===== config.mk =====
export PLATFORM = sky130hd
export DESIGN_NAME = voltage_bcd_display
export DESIGN_NICKNAME = d
export VERILOG_FILES = /design/src/rtl/voltage_display_pkg.sv /design/src/rtl/voltage_bcd_display_bin2bcd_seq.sv /design/src/rtl/voltage_bcd_display.sv
export SDC_FILE = /design/constraint.sdc
export NUM_CORES = 1
export LEC_CHECK = 0
export CAP_MARGIN = 30
export CORE_ASPECT_RATIO = 0.5
export CORE_UTILIZATION = 50
export CTS_CLUSTER_DIAMETER = 150
export DETAILED_ROUTE_END_ITERATION = 7
export GPL_ROUTABILITY_DRIVEN = 0
export PLACE_DENSITY = 0.71
export SETUP_SLACK_MARGIN = 0.2
export SLEW_MARGIN = 15
export SYNTH_ARGS = -nofsm -noshare
export SYNTH_HDL_FRONTEND = slang
export SYNTH_SLANG_ARGS = --single-unit

===== constraint.sdc =====
create_clock -name clk -period 3.64 [get_ports clk]
set_clock_uncertainty 0.1 [all_clocks]
set_input_delay 0.728 -clock clk [delete_from_list [all_inputs] [get_ports clk]]
set_output_delay 0.728 -clock clk [all_outputs]
set_load 0.01 [all_outputs]

===== src/rtl/voltage_display_pkg.sv =====
// Shared constants, FSM state type and 7-segment font for the voltage BCD display.
// Font patterns are active-low {dp,g,f,e,d,c,b,a}, with the decimal point off.
package voltage_display_pkg;

  localparam logic [7:0] SEG_0     = 8'hC0;
  localparam logic [7:0] SEG_1     = 8'hF9;
  localparam logic [7:0] SEG_2     = 8'hA4;
  localparam logic [7:0] SEG_3     = 8'hB0;
  localparam logic [7:0] SEG_4     = 8'h99;
  localparam logic [7:0] SEG_5     = 8'h92;
  localparam logic [7:0] SEG_6     = 8'h82;
  localparam logic [7:0] SEG_7     = 8'hF8;
  localparam logic [7:0] SEG_8     = 8'h80;
  localparam logic [7:0] SEG_9     = 8'h90;
  localparam logic [7:0] SEG_BLANK = 8'hFF;

  localparam int DP_DIGIT    = 2;
  localparam int NUM_DIGITS  = 4;
  localparam int MAX_DISPLAY = 9999;
  localparam int BIN_W       = 14;
  localparam int BCD_W       = 16;

  typedef enum logic [1:0] {
    IDLE  = 2'd0,
    SHIFT = 2'd1,
    DONE  = 2'd2
  } conv_state_t;

  function automatic logic [7:0] seg_font(input logic [3:0] digit);
    logic [7:0] pattern;
    case (digit)
      4'd0:    pattern = SEG_0;
      4'd1:    pattern = SEG_1;
      4'd2:    pattern = SEG_2;
      4'd3:    pattern = SEG_3;
      4'd4:    pattern = SEG_4;
      4'd5:    pattern = SEG_5;
      4'd6:    pattern = SEG_6;
      4'd7:    pattern = SEG_7;
      4'd8:    pattern = SEG_8;
      4'd9:    pattern = SEG_9;
      default: pattern = SEG_BLANK;
    endcase
    return pattern;
  endfunction

endpackage


===== src/rtl/voltage_bcd_display_bin2bcd_seq.sv =====
// Sequential double-dabble converter: 14-bit binary to 4-digit packed BCD.
// One add-3/shift iteration per clock; start/busy/done handshake.
module bin2bcd_seq
  import voltage_display_pkg::*;
(
  input  logic             clk,
  input  logic             rst_n,
  input  logic             start,
  input  logic [BIN_W-1:0] bin,
  output logic             busy,
  output logic             done,
  output logic [BCD_W-1:0] bcd
);

  localparam logic [3:0] LAST_ITER = 4'(BIN_W - 1);

  conv_state_t      state_q, state_d;
  logic [BIN_W-1:0] bin_q;
  logic [BCD_W-1:0] bcd_q;
  logic [BCD_W-1:0] bcd_shift;
  logic [3:0]       iter_q;
  logic [3:0]       nib;
  logic             carry;

  always_comb begin
    state_d = state_q;
    case (state_q)
      IDLE:    if (start) state_d = SHIFT;
      SHIFT:   if (iter_q == LAST_ITER) state_d = DONE;
      DONE:    state_d = IDLE;
      default: state_d = IDLE;
    endcase
  end

  // Adjust each nibble, then shift the whole {bcd,bin} pair left by one;
  // each adjusted nibble's MSB carries into the next nibble's LSB.
  always_comb begin
    carry     = bin_q[BIN_W-1];
    nib       = '0;
    bcd_shift = '0;
    for (int i = 0; i < 4; i++) begin
      nib = bcd_q[4*i +: 4];
      if (nib >= 4'd5) nib = nib + 4'd3;
      bcd_shift[4*i +: 4] = {nib[2:0], carry};
      carry = nib[3];
    end
  end

  always_ff @(posedge clk or negedge rst_n) begin
    if (!rst_n) begin
      state_q <= IDLE;
      bin_q   <= '0;
      bcd_q   <= '0;
      iter_q  <= '0;
    end else begin
      state_q <= state_d;
      case (state_q)
        IDLE: begin
          if (start) begin
            bin_q  <= bin;
            bcd_q  <= '0;
            iter_q <= '0;
          end
        end
        SHIFT: begin
          bcd_q  <= bcd_shift;
          bin_q  <= {bin_q[BIN_W-2:0], 1'b0};
          iter_q <= iter_q + 4'd1;
        end
        default: ;
      endcase
    end
  end

  assign busy = (state_q != IDLE);
  assign done = (state_q == DONE);
  assign bcd  = bcd_q;

endmodule


===== src/rtl/voltage_bcd_display.sv =====
// Voltage (x100) to BCD conversion driving a 4-digit multiplexed "dd.dd" display.
// Optional VOLTAGE_DISPLAY_ZERO_BLANK_EN blanks a leading zero in digit 3.
module voltage_bcd_display
  import voltage_display_pkg::*;
#(
  parameter int CLK_FREQ = 50_000_000,
  parameter int SCAN_HZ  = 1000
) (
  input  logic        clk,
  input  logic        rst_n,
  input  logic [15:0] voltage,
  output logic [15:0] bcd_out,
  output logic        bcd_valid,
  output logic [7:0]  seg,
  output logic [3:0]  sel
);

  localparam int SCAN_DIV = CLK_FREQ / SCAN_HZ;
  localparam int CNT_W    = (SCAN_DIV > 2) ? $clog2(SCAN_DIV) : 1;
  localparam logic [CNT_W-1:0] CNT_LAST = CNT_W'(SCAN_DIV - 1);

  logic [BIN_W-1:0] clamped;
  logic [BIN_W-1:0] last_q;
  logic             start;
  logic             busy;
  logic             done;
  logic [BCD_W-1:0] bcd_res;

  assign clamped = (voltage > 16'(MAX_DISPLAY)) ? BIN_W'(MAX_DISPLAY) : voltage[BIN_W-1:0];
  // Only compared while idle, so a value that changed mid-conversion is picked up next.
  assign start   = !busy && (clamped != last_q);

  bin2bcd_seq u_bin2bcd (
    .clk   (clk),
    .rst_n (rst_n),
    .start (start),
    .bin   (clamped),
    .busy  (busy),
    .done  (done),
    .bcd   (bcd_res)
  );

  always_ff @(posedge clk or negedge rst_n) begin
    if (!rst_n) begin
      last_q  <= '0;
      bcd_out <= '0;
    end else begin
      if (start) last_q <= clamped;
      if (done) bcd_out <= bcd_res;
    end
  end

  assign bcd_valid = done;

  logic [CNT_W-1:0] cnt_q;
  logic [1:0]       idx_q;
  logic             tick;
  logic [3:0]       cur_nib;
  logic [7:0]       seg_d;
  logic [3:0]       sel_d;

  assign tick = (cnt_q == CNT_LAST);

  always_comb begin
    cur_nib = bcd_out[{idx_q, 2'b00} +: 4];
    seg_d   = seg_font(cur_nib);
    if (idx_q == 2'(DP_DIGIT)) seg_d[7] = 1'b0;
`ifdef VOLTAGE_DISPLAY_ZERO_BLANK_EN
    if ((idx_q == 2'(NUM_DIGITS - 1)) && (cur_nib == 4'd0)) seg_d = SEG_BLANK;
`endif
    sel_d = ~(4'b0001 << idx_q);
  end

  // seg and sel update on the same edge so a digit never shows its neighbour's pattern.
  always_ff @(posedge clk or negedge rst_n) begin
    if (!rst_n) begin
      cnt_q <= '0;
      idx_q <= '0;
      seg   <= SEG_BLANK;
      sel   <= 4'hF;
    end else begin
      cnt_q <= tick ? '0 : cnt_q + 1'b1;
      if (tick) begin
        seg   <= seg_d;
        sel   <= sel_d;
        idx_q <= idx_q + 2'd1;
      end
    end
  end

endmodule


* Yosys cells after proc, flatten, opt, wreduce, memory -nomap -nowiden
Memories as Yosys holds them, arrays and structs flattened. A register that Yosys moved wholly into a read port is not among the register bits. Cells that the tools add are included.
Word-level totals: output and inout bits 29, register bits after elaboration 96, input port bits 18, logic and storage cells 58, ROM bits 112, memories 1
Memory list:
- (no name shown) | words 16, bits a word 7, read ports 1, clocked after Yosys merged registers in 1, wr ports 0, line voltage_display_pkg.sv:31 | case (digit)
Operators by class: $lt $le $gt $ge 5, bitwise gates (word level) 1, muxes and demuxes 16, shifts and indexed selects 2, $add $sub $neg 7, eq/ne operators 8, reduce and logical (&&, ||, !) cells 8
Operators by type and width (number):
- 16-bit two-way mux | 2
- 16-bit one-hot mux with 2 select lines | 1
- 14-bit two-way mux | 2
- 14-bit one-hot mux with 2 select lines | 1
- 16-bit by 1-bit adder with 16-bit output (second input constant) | 1
- 16-bit equality test (second input constant) | 1
- 4-bit by 3-bit >= comparator with 1-bit output (second input constant) | 4
- 16-bit by 14-bit > comparator with 1-bit output (second input constant) | 1
- 4-bit two-way mux | 4
- 16-bit by 5-bit indexed part select with 4-bit output | 1
- 14-bit inequality test | 1
- 4-bit by 2-bit adder with 4-bit output (second input constant) | 3
- 4-bit one-hot mux with 2 select lines | 1
- 4-bit by 1-bit adder with 4-bit output (second input constant) | 1
- 2-bit equality test (second input constant) | 2
- 4-bit equality test (second input constant) | 1
- 2-bit two-way mux | 2
- 4-bit NOT | 1
- 2-bit one-hot mux with 2 select lines | 1
- 2-bit AND reduction | 2
- 2-bit nonzero test | 2
- 1-bit by 2-bit left shift with 4-bit output (first input constant) | 1
- 3-bit by 2-bit adder with 3-bit output (second input constant) | 1
- 3-bit two-way mux | 1
- 8 further kinds | 9

* Logic depth before layout (Yosys ltp)
depth in word-level cells 6, gate-level depth with buffers 11, depth with buffers taken out 7

* Modules after synthesis
Synthesis repeated with hierarchy kept, for this count alone.
Unflattened totals: cell total of the unflattened synthesis 508, area, all modules 5328.9 µm²
By module, submodules not included:
- voltage_bcd_display | area an instance 3260.6 µm², instances 1, cells each 309
- bin2bcd_seq | area an instance 2068.2 µm², instances 1, cells each 199

* Worst setup path after synthesis
Ideal clock, no wire load.
kind in2reg, start input port voltage[6], end register u_bin2bcd.iter_q[0], cell stages on the path 11, arrival 3.172 ns, data required time 3.412 ns, buffers on the path 4, path slack 0.241 ns, cell sequence or4_1 > clkbuf_1 > a211o_1 > buf_2 > o211a_1 > o2111ai_1 > o41ai_4 > and2_0 > buf_4 > buf_6 > mux2_1
On the way: cells in the longest elaborated chain, start to end 6
RTL lines:
- from (decl) | line voltage_bcd_display.sv:11 | input logic [15:0] voltage,
- 16-bit by 14-bit > comparator with 1-bit output | line voltage_bcd_display.sv:29 | assign clamped = (voltage > 16'(MAX_DISPLAY)) ? BIN_W'(MAX_DISPLAY) : voltage[BIN_W-1:0];
- 14-bit two-way mux * | line voltage_bcd_display.sv:29
- 14-bit inequality test * | line voltage_bcd_display.sv:31 | assign start = !busy && (clamped != last_q);
- 1-bit logical AND * | line voltage_bcd_display.sv:31
- 2-bit inequality test (no source line) *
- 2-bit AND reduction (no source line) *
- to (signal assigned) | line voltage_bcd_display_bin2bcd_seq.sv:68 | iter_q <= iter_q + 4'd1;
- to (decl) | line voltage_bcd_display_bin2bcd_seq.sv:21 | logic [3:0] iter_q;
Every way passes the cells marked *; elsewhere a longest branch is shown, timed or not. A chain may end at the register's enable or synchronous reset.

* Worst setup path after layout
start input port voltage[6], end register u_bin2bcd.bin_q[7]
On the way: cells in the longest elaborated chain, start to end 6, elaborated cells between the ends (all ways) 8
RTL lines:
- 16-bit by 14-bit > comparator with 1-bit output | line voltage_bcd_display.sv:29
- 14-bit two-way mux * | line voltage_bcd_display.sv:29
- 14-bit inequality test | line voltage_bcd_display.sv:31
- 1-bit logical AND | line voltage_bcd_display.sv:31
- 2-bit inequality test (no source line)
- 2-bit AND reduction (no source line)
- to (signal assigned) | line voltage_bcd_display_bin2bcd_seq.sv:60 | bin_q <= bin;
- to (signal assigned) | line voltage_bcd_display_bin2bcd_seq.sv:67 | bin_q <= {bin_q[BIN_W-2:0], 1'b0};
- to (decl) | line voltage_bcd_display_bin2bcd_seq.sv:18 | logic [BIN_W-1:0] bin_q;
Every way passes the cells marked *; elsewhere a longest branch is shown, timed or not. The select of a mux whose other input is x is not followed.

==> flow_results.org <==
** Run status
- The run finished with clean final reports.

** Critical path
- Element type at the critical path start :: input pin
- Along the worst path, the maximum fanout reaches 15.
- CP Data Required Time :: 3770 ps
- Critical path data arrival time :: 3420 ps
- Endpoint kind of the worst setup timing path :: flip-flop
- The critical path in this run is classified as in2reg.

** Floorplan
- The initialized floorplan defines 25 standard-cell rows.
- Pin placement for this block handled 47 I/O pins.
- After floorplanning, the core was sized to cover 9478 um2.
- Die Footprint :: 10190 um2
- Starting utilization of the core area :: between 50 and 60%
- Die width :: 141.8 um
- Height of the die :: 71.89 um

** Synth
- Synthesized Nets :: 501
- The synthesized netlist devotes 16.65% of its cell area to compound gates.
- Of the synthesized area, sequential elements account for 48.95%.
- After synthesis, the largest area contributor takes up ~43% of total cell area.
- Dominant combinational cell family by area after synthesis :: compound AO/OA/AOI/OAI gates
- Simple-gate area share of the yosys netlist :: about 14%
- Post-synth ARST share :: 100.0%
- Yosys cell types :: 52
- The synthesized design contains 95 register bits.
- Synthesis produced a netlist whose cell count is 463.
- Syn Area/Cell :: 10.55 um2
- Yosys printed 0 warnings.
- Main area contributors after synthesis :: dfrtp_1 43%, dfstp_2 5.9%, ha_1 5.1%
- The synthesized design spends more area on one cell type than any other, namely dfrtp_1.
- Counting flops with a built-in enable in the synthesized netlist gives 0.
- The portion of synthesized area spent on multiplexers is 6.378%.
- Among all flip-flop cells after synthesis, the most frequent one is dfrtp_1.
- Synth Cell Area :: 4885 um2
- Synth Area in XOR/XNOR :: 5.020%
- Of the total synthesized cell area, the portion taken by full adders, half adders and majority gates is 5.123%.

** Power
- Across the VDD grid, the largest voltage drop is 0.0002465 V.
- Pwr/cell area :: 688.1 nW/um2
- The completed layout was analyzed and its total power is between 0.004 and 0.005 W.
- Static Leak :: 2.595 nW

** Worst hold path
- Min-delay worst type :: in2async

** Clocking
- TritonCTS built the clock tree.
- CTS root buffer :: clkbuf_16
- Count of hold-fix buffers inserted at cts :: 0
- The H-tree was split into 3 levels.
- Counting along the longest clock path gives a buffer depth of 2.
- Post CTS Setup Buffer Count :: 0
- PostCTS Resize Cnt :: 0
- For the worst-skew pair, the clock arrives at the later sink with an insertion delay of 340 ps.
- Clock slew at the register clock pins of the worst setup and hold paths :: 60 ps
- Clock tree synthesis found a total of 95 sinks.
- CTS buffer count :: 9

** Timing
- The count of endpoints failing hold in the final timing report is 0.
- For the pin with the worst max-slew slack, the measured transition is 606.5 ps.
- The smallest clock period supported by the final layout is computed as 3291 ps.
- Max_slew headroom :: roughly 60%
- Setup violations remaining at the end of the flow were counted as 0.
- Final hold analysis gives a worst-case slack of 243.6 ps.
- The final number of max-transition violations is 0.
- Tcrit/Tclk final :: 90.41%
- Maximum frequency from static timing analysis :: 303.9 MHz
- Setup repair after global routing missed its margin :: false

** Layout
- At the end of the flow, the number of nets in the layout was 564.
- The number of antenna diodes in the final layout is 0.
- Area Overhead vs Synth :: 21.75%
- Fraction of final layout cells sized beyond drive strength 1 :: 16.01%
- At the end of the flow the core is filled with cells to 62.75%.

** Detailed routing
- Wire length after detailed routing :: 9.941 mm
- Once detail routing completed, the nets flagged for antenna violations numbered 0.
- Routed len/inst :: 14.93 um
- In the routed design, unresolved DRC markers number 0.
- First-pass iteration count of the detailed router :: 4
- Summing over every cut layer, the via total after detailed routing is 3640.
- For this block, the initial DRC count from the detailed router was about 150.
- Mean number of vias per cell :: ~5.5

** Placement
- Detailed placement finished with a half-perimeter wire length of just over 7 mm.
- The count of buffers added on input and output ports is 46.

** GRT
- Global routing used 21.20% of the available tracks across all layers.
- Entering global routing, the biggest net connects 53 pins.
- Total gr overflow :: 0
- Wire length of the first global-routing pass :: about 17 mm
- Via count of the first global-routing pass :: between 3000 and 4000
- The initial antenna violation count was 0.

** Job
- Maximum Capacitance Violations :: 0
power by group:
group | internal [W] | switching [W]
Clock | 0.000500 | 0.000397
Combinational | 0.000782 | 0.000714
Sequential | 0.00138 | 0.000316
synth_stat cells, types with 3 or more instances:
cell / instances
nand2b_1: 6
buf_4: 4
inv_1: 20
mux2_2: 16
a31oi_1: 4
nand3_1: 24
xor2_1: 11
o31ai_1: 4
a22o_1: 6
nor2b_1: 4
mux4_2: 4
nand2_1: 27
buf_2: 3
nor3_1: 6
a221o_1: 13
nor4_1: 4
nand4_1: 4
mux2i_1: 3
clkbuf_1: 12
a32o_1: 4
dfrtp_1: 84
or4_1: 3
a21o_1: 14
a21oi_1: 19
buf_1: 4
nor2_1: 42
ha_1: 20
o21ai_0: 31
and2_1: 8
dfstp_2: 11
xnor2_1: 17
state kept, by name (all words and copies together), names as in the netlist:
| name | count |
|---|---|
| seg | 7 |
| u_bin2bcd.iter_q | 4 |
| u_bin2bcd.state_q | 2 |
| u_bin2bcd.bin_q | 14 |
| idx_q | 2 |
| cnt_q | 16 |
| bcd_out | 16 |
| sel | 4 |
| u_bin2bcd.bcd | 16 |
| last_q | 14 |
logic make-up (layout without fill, tap and decap cells):
kind of cell               Yosys count  in the layout
DFF                                 95             95
AOI/OAI and AO/OA                  112            112
adders and majority gates           20             20
muxes                               24             24
xor gates and xnor gates            28             28
and+or+nand+nor                    140            140
buffers and inverters               44            112
metal layers:
layer  GRT usage, %  vias up  part of all wire, %
met5              0        -                    0
met2          33.33       76                   45
met1          30.02     1769                   50
met4          6.452        0                  1.2
li1               -     1785                    -
met3          4.356       10                  3.5
path summary, 6_finish.rpt:
path	from	endpoint	slack, ps	depth (start not counted)
setup / recovery	voltage[6]	u_bin2bcd.bin_q[7]	350	11
hold / removal	rst_n	cnt_q[4]	240	1
setup reg to reg	last_q[10]	u_bin2bcd.bin_q[7]	1230	7
hold reg to reg	seg[3]	seg[3]	360	2
max in group asynchronous	rst_n	u_bin2bcd.bcd[14]	2590	2
min in group clk	seg[3]	seg[3]	360	2
through the flow:
step | setup slack (ps) | std cells | setup TNS [ps] | cell area [um2]
after detailed placement | -115.7 | 650 | -1898 | 5647
after global routing | 202.4 | 666 | 0 | 5947
final | 349.0 | 666 | 0 | 5947
after global placement | -51.45 | 649 | -536.4 | 5619
after floorplan | 240.7 | 463 | 0 | 4885
after CTS | 246.1 | 666 | 0 | 5933
final cells by class:
type                    count  area (um2)
fillers                   785        3531
flip-flops and latches     95        2391
multi-input cells         324        2315
repair buffers             76       710.7
clock buffers              12       256.5
well taps                 135       168.9
inverters                  20       75.07
clock inverters             4       30.03
cell usage in the layout (no fill, tap or decap), types with 8 or more instances in the layout:
master	synthesis	final
dfrtp_1	84	84
clkdlybuf4s50_1	0	45
nor2_1	42	42
o21ai_0	31	31
buf_4	4	28
nand2_1	27	27
nand3_1	24	24
inv_1	20	20
ha_1	20	20
a21oi_1	19	19
xnor2_1	17	17
mux2_2	16	16
a21o_1	14	14
a221o_1	13	13
xor2_1	11	11
dfstp_2	11	11
clkbuf_16	0	9
and2_1	8	8
worst max-delay path, stage by stage:
cell and delay (ps):
clkdlybuf4s50_1 410, or4_1 550, buf_4 170, a2111oi_1 380, buf_4 180, o32ai_2 60, o2111ai_1 160, o41ai_4 120
and2_0 160, buf_4 190, a221o_1 310
Note: power is estimated with default switching activity, not from simulation.
==> RTL change: new RTL, same flow settings <==
Reset style: synchronous (`rst_n`), changed in 3 clocked blocks.
--- a/src/rtl/voltage_bcd_display_bin2bcd_seq.sv
+++ b/src/rtl/voltage_bcd_display_bin2bcd_seq.sv
@@ -46,7 +46,7 @@
     end
   end
 
-  always_ff @(posedge clk or negedge rst_n) begin
+  always_ff @(posedge clk) begin
     if (!rst_n) begin
       state_q <= IDLE;
       bin_q   <= '0;
--- a/src/rtl/voltage_bcd_display.sv
+++ b/src/rtl/voltage_bcd_display.sv
@@ -40,7 +40,7 @@
     .bcd   (bcd_res)
   );
 
-  always_ff @(posedge clk or negedge rst_n) begin
+  always_ff @(posedge clk) begin
     if (!rst_n) begin
       last_q  <= '0;
       bcd_out <= '0;
@@ -72,7 +72,7 @@
   end
 
   // seg and sel update on the same edge so a digit never shows its neighbour's pattern.
-  always_ff @(posedge clk or negedge rst_n) begin
+  always_ff @(posedge clk) begin
     if (!rst_n) begin
       cnt_q <= '0;
       idx_q <= '0;
Behaviour: no difference found for any inputs over 10 cycles, from zero or initial values and one cycle with rst_n low; that may be too few to reach the edited logic, so the function may still have changed.
==> RTL change against the original RTL <==
  * Area after synthesis shrank 0.64%
  * Fmax is 1.7% lower
  * Sequential cell count unchanged
  * Cell area shrank 2.1%
  * Setup slack worse by 0.056 ns
  * Routed wire length is 15% higher
Power is not compared: it rests on default switching activity, and its combinational part moved more than twofold at a synthesized area within 25%.
==> RTL change: results (changes against the original RTL) <==
sta:
  slew_headroom_pct: 57.1  # -2.5 points
  worst_hold_slack_ns: 0.348  # +0.105 ns
  period_share_pct: 92.0  # +1.5 points
worst_setup_path:
  ff2ff_setup_slack_ns: 1.43  # +0.20 ns
  critPathCapture: "u_bin2bcd.bin_q[3]"
  arrival_ns: 3.48  # +0.06 ns
  cp_max_fo: 12  # -3
  r2r-end: "seg[3]"
  reg2reg_depth: 5  # -2
  rr_startpoint: "idx_q[0]"
clock_tree:
  clock_latency_ns: 0.34  # about the same
placement:
  placed_cell_area_sq_um: 5540  # -1.9%
  pre_cts_ws_ns: -0.0119  # +0.104 ns
  dp.final_hpwl_mm: 8.15  # +14%
grt:
  grt_pass1_wl_mm: 19.4  # +16%
  grt_pass1_vias: 3938  # +14%
  grt_usage_pct: 24.3  # +3.1 points
synthesis:
  yosysSeqAreaShare_pct: 39.2  # -9.8 points
  ys_types: 55  # +5.8%
  async_flop_share_pct: 0  # -100 points
  synthTopCellsByArea: "dfxtp_1, a21oi_1, nand2_1, ha_1, nor2_1"
  syn_nets: 632  # +26%
routing:
  via_count: 4291  # +18%
  via_per_inst: 5.53  # +1.2%
  drt_iter0_drc: 313  # +110%
  wl_mm: 11.5  # +15%
finish:
  inverters_excl_clock: 21  # +5.0%
  clk_share_pct: 4.64  # -0.17 points
  fin_nets: 679  # +20%
  multi_input_cells: 440  # +36%
  num-clock-buffers: 14  # +2
  drive_above_1_share_pct: 8.51  # -7.5 points
  buffers_excl_clock: 74  # -2.6%
  nonClkBufAreaFrac_pct: 11.9  # -0.084 points
hold_path:
  hold_path.class: "reg -> reg"
status:
  status: "complete, no violations"
## RTL change: cell count changes in the layout (fill, tap and decap cells not counted), sizes merged, moves of 16 or more
| cell | unedited run | this run |
|---|---|---|
| o211ai | 2 | 20 |
| nand2 | 27 | 88 |
| mux2 | 17 | 0 |
| a21oi | 19 | 66 |
| dfrtp | 84 | 0 |
| dfxtp | 0 | 95 |
| o21a | 1 | 17 |
## RTL change: cells by family (layout without fill, tap and decap cells)
logic type	count (synthesis)	after routing	share of synthesized area [%]
XOR/XNOR	32	32	5.77
adder cells (fa/ha/maj)	20	20	5.16
AND/OR/NAND/NOR	216	216	20.0
multiplexers	8	8	2.68
flip-flops	95	95	39.2
buffers and inverters	59	111	5.16
AO/OA/AOI/OAI	164	164	22.0
## RTL change: timing repair
item	CTS	global route
gates resized for setup	0	2
setup endpoints to repair	0	7
buffers inserted	0	0
## RTL change: critical path, cell delays in order
cell and delay [ns]:
clkdlybuf4s50_1 0.42, or4_4 0.57, a2111oi_4 0.41, mux2i_1 0.31
o211ai_2 0.14, a211oi_2 0.27, buf_4 0.22, buf_12 0.14
o31ai_1 0.08, o21a_1 0.20
## RTL change: power groups by stage
| stage | Sequential, mW | Combinational, mW | Clock, mW |
|---|---|---|---|
| 2_1_floorplan | 1.10 | 0.123 | 0 |
| 3_3_place_gp | 1.11 | 0.181 | 0 |
| 3_5_place_dp | 1.11 | 0.186 | 0 |
| 4_1_cts | 1.09 | 0.187 | 0.888 |
| 5_1_grt | 1.09 | 0.209 | 0.935 |
| 6_report | 1.09 | 0.189 | 0.874 |
## RTL change: layer usage
layer | part of all wire, % | up-vias | track usage, %
li1 | - | 2168 | -
met1 | 49 | 2012 | 32.7
met2 | 45 | 102 | 39.6
met3 | 4.3 | 9 | 5.01
met4 | 0.99 | 0 | 7.61
met5 | 0 | - | 0
